File: config.mk
export PLATFORM = sky130hd
export DESIGN_NAME = strobe_gen_ctrl_flat
export DESIGN_NICKNAME = d
export VERILOG_FILES = /design/src/rtl/strobe_gen_ctrl_if.sv /design/src/rtl/strobe_gen_ctrl.sv /design/src/flat_wrapper.sv
export SDC_FILE = /design/constraint.sdc
export NUM_CORES = 1
export LEC_CHECK = 0
export CORE_AREA = 4 4 175 134
export CTS_CLUSTER_DIAMETER = 80
export DETAILED_ROUTE_END_ITERATION = 10
export DIE_AREA = 0 0 179 138
export PLACE_DENSITY = 0.68
export SKIP_LAST_GASP = 1
export SLEW_MARGIN = 10
export SYNTH_ARGS = -nofsm -noshare
export SYNTH_HDL_FRONTEND = slang
export SYNTH_SLANG_ARGS = --single-unit
File: constraint.sdc
create_clock -name clk -period 6.4 [get_ports clk]
set_input_delay 1.6 -clock clk [delete_from_list [all_inputs] [get_ports clk]]
set_output_delay 1.6 -clock clk [all_outputs]
set_load 0.01 [all_outputs]
File: src/rtl/strobe_gen_ctrl_if.sv
// Sensor-side sync inputs, run-time settings and strobe outputs of strobe_gen_ctrl.
// master: the environment that drives the sync inputs and settings and observes the strobe.
// slave : strobe_gen_ctrl itself.
//   i_strobe, i_pll_lock, i_fval, i_lval    asynchronous sensor / deserializer signals
//   i_acquisition_start, i_stream_enable    run enables (clk domain)
//   i_trigger, i_trigger_mode               trigger pulse and mode select (0 = continuous)
//   i_extend_lines                          extend window length in lines
//   i_strobe_delay, i_strobe_width          delay / width in clk cycles (width 0 = level)
//   i_strobe_polarity                       0 = active-high, 1 = active-low
//   o_strobe, o_lperiod, o_strobe_cnt       strobe pin, measured line period, strobe count
interface strobe_gen_ctrl_if #(
    parameter int unsigned LPERIOD_WIDTH = 16,
    parameter int unsigned DELAY_WIDTH   = 16,
    parameter int unsigned CNT_WIDTH     = 16
);
    logic                     i_strobe;
    logic                     i_pll_lock;
    logic                     i_fval;
    logic                     i_lval;
    logic                     i_acquisition_start;
    logic                     i_stream_enable;
    logic                     i_trigger;
    logic                     i_trigger_mode;
    logic [3:0]               i_extend_lines;
    logic [DELAY_WIDTH-1:0]   i_strobe_delay;
    logic [DELAY_WIDTH-1:0]   i_strobe_width;
    logic                     i_strobe_polarity;
    logic                     o_strobe;
    logic [LPERIOD_WIDTH-1:0] o_lperiod;
    logic [CNT_WIDTH-1:0]     o_strobe_cnt;

    modport master (
        output i_strobe, i_pll_lock, i_fval, i_lval,
        output i_acquisition_start, i_stream_enable, i_trigger, i_trigger_mode,
        output i_extend_lines, i_strobe_delay, i_strobe_width, i_strobe_polarity,
        input  o_strobe, o_lperiod, o_strobe_cnt
    );

    modport slave (
        input  i_strobe, i_pll_lock, i_fval, i_lval,
        input  i_acquisition_start, i_stream_enable, i_trigger, i_trigger_mode,
        input  i_extend_lines, i_strobe_delay, i_strobe_width, i_strobe_polarity,
        output o_strobe, o_lperiod, o_strobe_cnt
    );
endinterface

File: src/rtl/strobe_gen_ctrl.sv
// Flash-strobe generator for rolling-shutter sensors. Measures the line period every
// frame, derives the post-frame extend window from it, and turns a qualified sensor
// strobe edge into a delayed fixed-width or level strobe of selectable polarity.
// Ports:
//   clk    pixel clock
//   reset  asynchronous, active-high
//   bus    strobe_gen_ctrl_if slave (sync inputs, settings, strobe outputs)
// EXTEND_WIDTH must be at least LPERIOD_WIDTH+4 so the extend product cannot overflow.
module strobe_gen_ctrl #(
    parameter int unsigned LPERIOD_WIDTH = 16,
    parameter int unsigned EXTEND_WIDTH  = 24,
    parameter int unsigned DELAY_WIDTH   = 16,
    parameter int unsigned CNT_WIDTH     = 16,
    parameter int unsigned FIX_TIME      = 1650
) (
    input  logic                clk,
    input  logic                reset,
    strobe_gen_ctrl_if.slave    bus
);

    localparam int unsigned LW = LPERIOD_WIDTH;
    localparam int unsigned EW = EXTEND_WIDTH;
    localparam int unsigned DW = DELAY_WIDTH;
    localparam int unsigned CW = CNT_WIDTH;

    typedef enum logic [1:0] {
        IDLE  = 2'd0,
        DELAY = 2'd1,
        PULSE = 2'd2
    } state_t;

    // 3-flop synchronisers; level is bit 1, edges compare bits 2:1
    logic [2:0] strobe_sync, pll_sync, fval_sync, lval_sync;

    always_ff @(posedge clk or posedge reset) begin
        if (reset) begin
            strobe_sync <= '0;
            pll_sync    <= '0;
            fval_sync   <= '0;
            lval_sync   <= '0;
        end else begin
            strobe_sync <= {strobe_sync[1:0], bus.i_strobe};
            pll_sync    <= {pll_sync[1:0],    bus.i_pll_lock};
            fval_sync   <= {fval_sync[1:0],   bus.i_fval};
            lval_sync   <= {lval_sync[1:0],   bus.i_lval};
        end
    end

    logic strobe_rise, pll_level, pll_rise, fval_level, fval_rise, fval_fall, lval_rise;

    assign strobe_rise = strobe_sync[1] & ~strobe_sync[2];
    assign pll_level   = pll_sync[1];
    assign pll_rise    = pll_sync[1] & ~pll_sync[2];
    assign fval_level  = fval_sync[1];
    assign fval_rise   = fval_sync[1] & ~fval_sync[2];
    assign fval_fall   = ~fval_sync[1] & fval_sync[2];
    assign lval_rise   = lval_sync[1] & ~lval_sync[2];

    // Line period: count clocks between the first two lval rises of a frame
    logic [1:0]    lval_cnt;
    logic [LW-1:0] period_cnt;
    logic [LW-1:0] lperiod;
    logic          load_lperiod;

    always_ff @(posedge clk or posedge reset) begin
        if (reset) begin
            lval_cnt     <= '0;
            period_cnt   <= '0;
            lperiod      <= '0;
            load_lperiod <= 1'b0;
        end else begin
            if (!fval_level)
                lval_cnt <= '0;
            else if (lval_rise && lval_cnt != 2'd2)
                lval_cnt <= lval_cnt + 2'd1;

            if (lval_cnt == 2'd0)
                period_cnt <= '0;
            else if (lval_cnt == 2'd1 && period_cnt != '1)
                period_cnt <= period_cnt + LW'(1);

            load_lperiod <= fval_level & lval_rise & (lval_cnt == 2'd1);
            if (load_lperiod)
                lperiod <= period_cnt;
        end
    end

    // Extend window after the frame: lines * period minus the pre-exposure offset
    logic [EW-1:0] extend_prod;
    logic [EW-1:0] extend_len_next;
    logic [EW-1:0] extend_length;
    logic [EW-1:0] extend_cnt;
    logic          fval_extend;

    assign extend_prod     = EW'(bus.i_extend_lines) * EW'(lperiod);
    assign extend_len_next = (extend_prod > EW'(FIX_TIME)) ? extend_prod - EW'(FIX_TIME) : '0;

    always_ff @(posedge clk or posedge reset) begin
        if (reset) begin
            extend_length <= '1;
            extend_cnt    <= '0;
            fval_extend   <= 1'b0;
        end else begin
            if (fval_fall)
                extend_length <= extend_len_next;

            // Held at 0 through the fall cycle so the new length is compared from 0
            if (fval_level || fval_fall)
                extend_cnt <= '0;
            else if (extend_cnt <= extend_length && extend_cnt != '1)
                extend_cnt <= extend_cnt + EW'(1);

            if (fval_rise)
                fval_extend <= 1'b1;
            else if (!fval_level && !fval_fall && extend_cnt == extend_length)
                fval_extend <= 1'b0;
        end
    end

    // Run enable and trigger qualification
    logic strobe_enable, trigger_status, first_enable;

    always_ff @(posedge clk or posedge reset) begin
        if (reset) begin
            strobe_enable  <= 1'b0;
            trigger_status <= 1'b0;
            first_enable   <= 1'b0;
        end else begin
            strobe_enable <= bus.i_stream_enable & bus.i_acquisition_start;

            if (!strobe_enable)
                trigger_status <= 1'b0;
            else if (bus.i_trigger)
                trigger_status <= 1'b1;
            else if (pll_rise)
                trigger_status <= 1'b0;

            if (!strobe_enable)
                first_enable <= 1'b0;
            else if (trigger_status && pll_rise)
                first_enable <= 1'b1;
            else if (fval_rise)
                first_enable <= 1'b0;
        end
    end

    logic allow, abort;

    assign allow = bus.i_trigger_mode ? (first_enable & ~fval_level & ~fval_rise)
                                      : (pll_level & ~fval_extend);
    assign abort = bus.i_trigger_mode ? (fval_rise | ~first_enable)
                                      : (~pll_level | fval_extend);

    // Strobe FSM: state register
    state_t        state, next_state;
    logic [DW-1:0] tmr;
    logic          tmr_clr, tmr_inc;

    always_ff @(posedge clk or posedge reset) begin
        if (reset)
            state <= IDLE;
        else
            state <= next_state;
    end

    // Strobe FSM: next state and timer control; abort wins over normal transitions
    always_comb begin
        next_state = state;
        tmr_clr    = 1'b0;
        tmr_inc    = 1'b0;
        if (!strobe_enable) begin
            next_state = IDLE;
        end else begin
            case (state)
                IDLE: begin
                    if (strobe_rise && allow) begin
                        tmr_clr    = 1'b1;
                        next_state = (bus.i_strobe_delay == '0) ? PULSE : DELAY;
                    end
                end
                DELAY: begin
                    if (abort) begin
                        next_state = IDLE;
                    end else if (tmr == bus.i_strobe_delay - DW'(1)) begin
                        next_state = PULSE;
                        tmr_clr    = 1'b1;
                    end else begin
                        tmr_inc = 1'b1;
                    end
                end
                PULSE: begin
                    if (abort)
                        next_state = IDLE;
                    else if (bus.i_strobe_width != '0 && tmr == bus.i_strobe_width - DW'(1))
                        next_state = IDLE;
                    else
                        tmr_inc = 1'b1;
                end
                default: next_state = IDLE;
            endcase
        end
    end

    // Delay/width timer, pulse flag and emitted-strobe counter
    logic          active;
    logic [CW-1:0] strobe_cnt;

    always_ff @(posedge clk or posedge reset) begin
        if (reset) begin
            tmr        <= '0;
            active     <= 1'b0;
            strobe_cnt <= '0;
        end else begin
            if (tmr_clr)
                tmr <= '0;
            else if (tmr_inc)
                tmr <= tmr + DW'(1);

            active <= (next_state == PULSE);

            if (next_state == PULSE && state != PULSE)
                strobe_cnt <= strobe_cnt + CW'(1);
        end
    end

    assign bus.o_strobe     = active ^ bus.i_strobe_polarity;
    assign bus.o_lperiod    = lperiod;
    assign bus.o_strobe_cnt = strobe_cnt;

endmodule

File: src/flat_wrapper.sv
// flat-port wrapper written by rule: the top's interface ports become plain ports
module strobe_gen_ctrl_flat 
#(
    parameter int unsigned LPERIOD_WIDTH = 16,
    parameter int unsigned EXTEND_WIDTH  = 24,
    parameter int unsigned DELAY_WIDTH   = 16,
    parameter int unsigned CNT_WIDTH     = 16,
    parameter int unsigned FIX_TIME      = 1650
)
  (clk, reset, bus_i_strobe, bus_i_pll_lock, bus_i_fval, bus_i_lval, bus_i_acquisition_start, bus_i_stream_enable, bus_i_trigger, bus_i_trigger_mode, bus_i_extend_lines, bus_i_strobe_delay, bus_i_strobe_width, bus_i_strobe_polarity, bus_o_strobe, bus_o_lperiod, bus_o_strobe_cnt);
  strobe_gen_ctrl_if #(.LPERIOD_WIDTH(LPERIOD_WIDTH), .DELAY_WIDTH(DELAY_WIDTH), .CNT_WIDTH(CNT_WIDTH)) bus_i ();
  input  logic clk;
  input  logic reset;
  input wire logic [$bits(bus_i.i_strobe)-1:0] bus_i_strobe;
  input wire logic [$bits(bus_i.i_pll_lock)-1:0] bus_i_pll_lock;
  input wire logic [$bits(bus_i.i_fval)-1:0] bus_i_fval;
  input wire logic [$bits(bus_i.i_lval)-1:0] bus_i_lval;
  input wire logic [$bits(bus_i.i_acquisition_start)-1:0] bus_i_acquisition_start;
  input wire logic [$bits(bus_i.i_stream_enable)-1:0] bus_i_stream_enable;
  input wire logic [$bits(bus_i.i_trigger)-1:0] bus_i_trigger;
  input wire logic [$bits(bus_i.i_trigger_mode)-1:0] bus_i_trigger_mode;
  input wire logic [$bits(bus_i.i_extend_lines)-1:0] bus_i_extend_lines;
  input wire logic [$bits(bus_i.i_strobe_delay)-1:0] bus_i_strobe_delay;
  input wire logic [$bits(bus_i.i_strobe_width)-1:0] bus_i_strobe_width;
  input wire logic [$bits(bus_i.i_strobe_polarity)-1:0] bus_i_strobe_polarity;
  output wire logic [$bits(bus_i.o_strobe)-1:0] bus_o_strobe;
  output wire logic [$bits(bus_i.o_lperiod)-1:0] bus_o_lperiod;
  output wire logic [$bits(bus_i.o_strobe_cnt)-1:0] bus_o_strobe_cnt;
  assign bus_i.i_strobe = bus_i_strobe;
  assign bus_i.i_pll_lock = bus_i_pll_lock;
  assign bus_i.i_fval = bus_i_fval;
  assign bus_i.i_lval = bus_i_lval;
  assign bus_i.i_acquisition_start = bus_i_acquisition_start;
  assign bus_i.i_stream_enable = bus_i_stream_enable;
  assign bus_i.i_trigger = bus_i_trigger;
  assign bus_i.i_trigger_mode = bus_i_trigger_mode;
  assign bus_i.i_extend_lines = bus_i_extend_lines;
  assign bus_i.i_strobe_delay = bus_i_strobe_delay;
  assign bus_i.i_strobe_width = bus_i_strobe_width;
  assign bus_i.i_strobe_polarity = bus_i_strobe_polarity;
  assign bus_o_strobe = bus_i.o_strobe;
  assign bus_o_lperiod = bus_i.o_lperiod;
  assign bus_o_strobe_cnt = bus_i.o_strobe_cnt;
  strobe_gen_ctrl #(.LPERIOD_WIDTH(LPERIOD_WIDTH), .EXTEND_WIDTH(EXTEND_WIDTH), .DELAY_WIDTH(DELAY_WIDTH), .CNT_WIDTH(CNT_WIDTH), .FIX_TIME(FIX_TIME)) u_core (.clk(clk), .reset(reset), .bus(bus_i));
endmodule
==> impl_metrics.ini <==
[run_status]
status = finished clean

[routing]
drt_iter0_markers = 597
wirelength_mm = 23.9
firstDrtPassIters = 5
drcViolationCount = 0
viasPerCell = 5.51
vias = 8643
wire_per_inst_um = 15.2
detail-route-antenna-nets = 0

[sta]
grt_setup_unrepaired = no
fin_worst_skew_ns = 0.0231
slew_headroom_pct = 35.1
finalCriticalPeriod_ns = 5.88
finalHoldViolCount = 0
tns_ns = 0
period_share_pct = 92.0
worst_slew_pin_slew_ns = 0.970
setup_viol = 0
max_freq_mhz = 170
slew_viol_final = 0

[synth]
synth_fp_nets = 1329
synth_cell_types = 75
syn_inst = 1191
synth_enable_flop_cells = 0
syn_area_um2 = 10500
ys.warnings.count = 0
synth.ff_latch_count = 131
synth-main-ff-cell = dfrtp_1
synth_area_per_cell_um2 = 8.83
yosysSeqAreaShare_pct = 31.4
async_reset_ff_share_pct = 100

[power_and_ir_drop]
power_frac_comb_pct = 7.6
power_frac_seq_pct = 43.2
cellLeakagePower_uw = 0.00527
powerDensity_nw_per_um2 = 160
swShare_pct = 24.9
peakVddDrop_v = 0.000182
p_sw_uw = 487
clkPwrFrac_pct = 49.2
p_int_uw = 1470

[cts]
insertion_delay_ns = 0.44
postCtsHoldBufs = 0
clk_pin_slew_worst_paths_ns = 0.06
cts_sinks = 131
cts.repair.resized = 0
cts_tree = done
clockRootBuffer = clkbuf_16
h-tree-depth = 4
cts_setup_buffers = 0
clockBufferDepth = 2
numCtsBuffers = 17

[global_routing]
grt_pass1_vias = 8210
grt_overflow = 0
grt_pass1_wl_mm = 40.9
grt_max_degree = 91
grt_usage_pct = 19.8
antenna_found_initial = 0

[worst_setup_path]
worst_setup_path_end_kind = flip-flop
path_class = in2reg
cp_data_arrival_time_ns = 6.22
startpoint_type = input pin
crit_fanout = 19
cp_data_required_time_ns = 6.74

[finish]
diodes = 0
final_area_um2 = 12200
final_common_cell = dfrtp_1
area_delta_synth_final_pct = 16.2
drive_gt1_share_pct = 9.73
fin_nets = 1400
layout_common_cells = 110 x dfrtp_1, 102 x inv_1, 98 x nand2_1, 79 x clkdlybuf4s50_1, 65 x nor2_1

[place]
numPortBuffers = 79
dpl_cell_area_um2 = 11600
place_hpwl_mm = 17.8
routabilityCongestion = 0.873

[floorplanning]
die-area_um2 = 24700
coreArea_um2 = 21800
die_width_um = 179
io_pins = 80
start_util_pct = 48.2
die_h_um = 138
rows = 47

[run]
cap_violations = 0

[worst_hold_path]
min_path_type = reg2reg
==> power by group through the flow <==
stage          Clock [µW]  Sequential [µW]  Combinational [µW]
2_1_floorplan           0              855                87.9
3_3_place_gp            0              860                 147
3_5_place_dp            0              861                 149
4_1_cts               979              846                 150
5_1_grt              1020              847                 167
6_report              964              846                 148
==> per-layer routing <==
layer	global-route usage [%]	routed length (µm)
met1	31.3	12600
met5	0	0
met4	3.63	168
met3	4.12	1150
met2	28.1	9980
==> through the flow <==
step	hold WS (ns)	setup WS, ns	cells	power, µW	utilization, %
CTS	0.351	0.494	1569	1980	56.0
finish	0.349	0.515	1569	1960	56.0
floorplan	0.331	0.384	1191	943	-
detailed placement	0.338	0.0438	1537	1010	53.4
global route	0.357	0.129	1569	2030	56.0
global placement	0.334	0.148	1537	1010	53.4
==> layout make-up <==
cell class,count,area (µm²)
Clock inverter,13,135
Inverter,103,392
Multi-Input combinational cell,907,6620
Clock buffer,19,433
Tap cell,294,368
Fill cell,1927,9600
Sequential cell,131,3300
Timing Repair Buffer,102,963
==> cells in the mapped netlist (7+ instances only) <==
| cell type | n | area, µm² |
|---|---|---|
| nand4_1 | 19 | 119 |
| o31a_1 | 7 | 61.3 |
| nand3_1 | 47 | 235 |
| or4_1 | 11 | 82.6 |
| mux2_2 | 18 | 203 |
| xor2_1 | 40 | 350 |
| o311ai_0 | 9 | 78.8 |
| o211ai_1 | 12 | 90.1 |
| o41ai_1 | 11 | 96.3 |
| fa_1 | 28 | 561 |
| clkbuf_1 | 41 | 154 |
| or2_2 | 11 | 68.8 |
| nand2_1 | 98 | 368 |
| o21ai_0 | 35 | 175 |
| mux2i_1 | 8 | 80.1 |
| nand2b_1 | 8 | 50.1 |
| xnor2_1 | 59 | 517 |
| ha_1 | 63 | 788 |
| o21a_1 | 7 | 52.6 |
| inv_1 | 103 | 387 |
| o31ai_1 | 31 | 233 |
| a211oi_1 | 14 | 105 |
| nor2_1 | 65 | 244 |
| and2_1 | 57 | 357 |
| or3_1 | 21 | 131 |
| a21oi_1 | 54 | 270 |
| a21o_1 | 16 | 120 |
| nor3_1 | 25 | 125 |
| and3_1 | 23 | 144 |
| dfrtp_1 | 110 | 2750 |
| nor2b_1 | 20 | 125 |
| dfstp_2 | 21 | 552 |
==> registers in the layout, summed over array words and instances (netlist names) <==
register	count
u_core.lval_cnt	2
u_core.period_cnt	16
u_core.lval_sync	3
u_core.load_lperiod	1
u_core.strobe_sync	3
u_core.active	1
u_core.bus.o_lperiod	16
u_core.pll_sync	3
u_core.trigger_status	1
u_core.bus.o_strobe_cnt	16
u_core.state	2
u_core.first_enable	1
u_core.extend_length	21
u_core.strobe_enable	1
u_core.fval_sync	3
u_core.extend_cnt	24
u_core.fval_extend	1
u_core.tmr	16
==> final timing paths <==
| check | startpoint | to | slack, ns | depth (start not counted) |
|---|---|---|---|---|
| worst max-delay path | bus_i_extend_lines[2] | u_core.extend_length[10] | 0.52 | 17 |
| worst min-delay path | u_core.lval_sync[0] | u_core.lval_sync[1] | 0.35 | 0 |
| worst max register to register | u_core.bus.o_lperiod[5] | u_core.extend_length[10] | 1.84 | 15 |
| worst min register to register | u_core.lval_sync[0] | u_core.lval_sync[1] | 0.35 | 0 |
| max in group asynchronous | reset | u_core.pll_sync[0] | 3.64 | 3 |
| min in group asynchronous | reset | u_core.bus.o_lperiod[5] | 1.71 | 2 |
==> logic make-up (layout without fill, tap and decap cells) <==
family / Yosys count / after routing / synth area share, %
AO/OA/AOI/OAI: 239 / 239 / 15.6
XOR/XNOR: 100 / 100 / 8.40
adder cells (fa/ha/maj): 91 / 91 / 12.8
buffers and inverters: 153 / 237 / 5.58
flip-flops: 131 / 131 / 31.4
multiplexers: 27 / 27 / 2.80
AND/OR/NAND/NOR: 450 / 450 / 23.3
==> critical path, cell delays in order <==
cell and delay, ns:
clkdlybuf4s50_1 0.53, buf_4 0.22, and2_1 0.15, fa_1 0.50
inv_1 0.05, fa_1 0.53, inv_1 0.04, ha_1 0.41
nand4_1 0.21, a211oi_1 0.36, o31a_1 0.31, o21ai_0 0.12
a32oi_1 0.23, xor2_1 0.29, nor4b_2 0.09, buf_4 0.22
o41ai_1 0.35
Note: power is estimated with default switching activity, not from simulation.
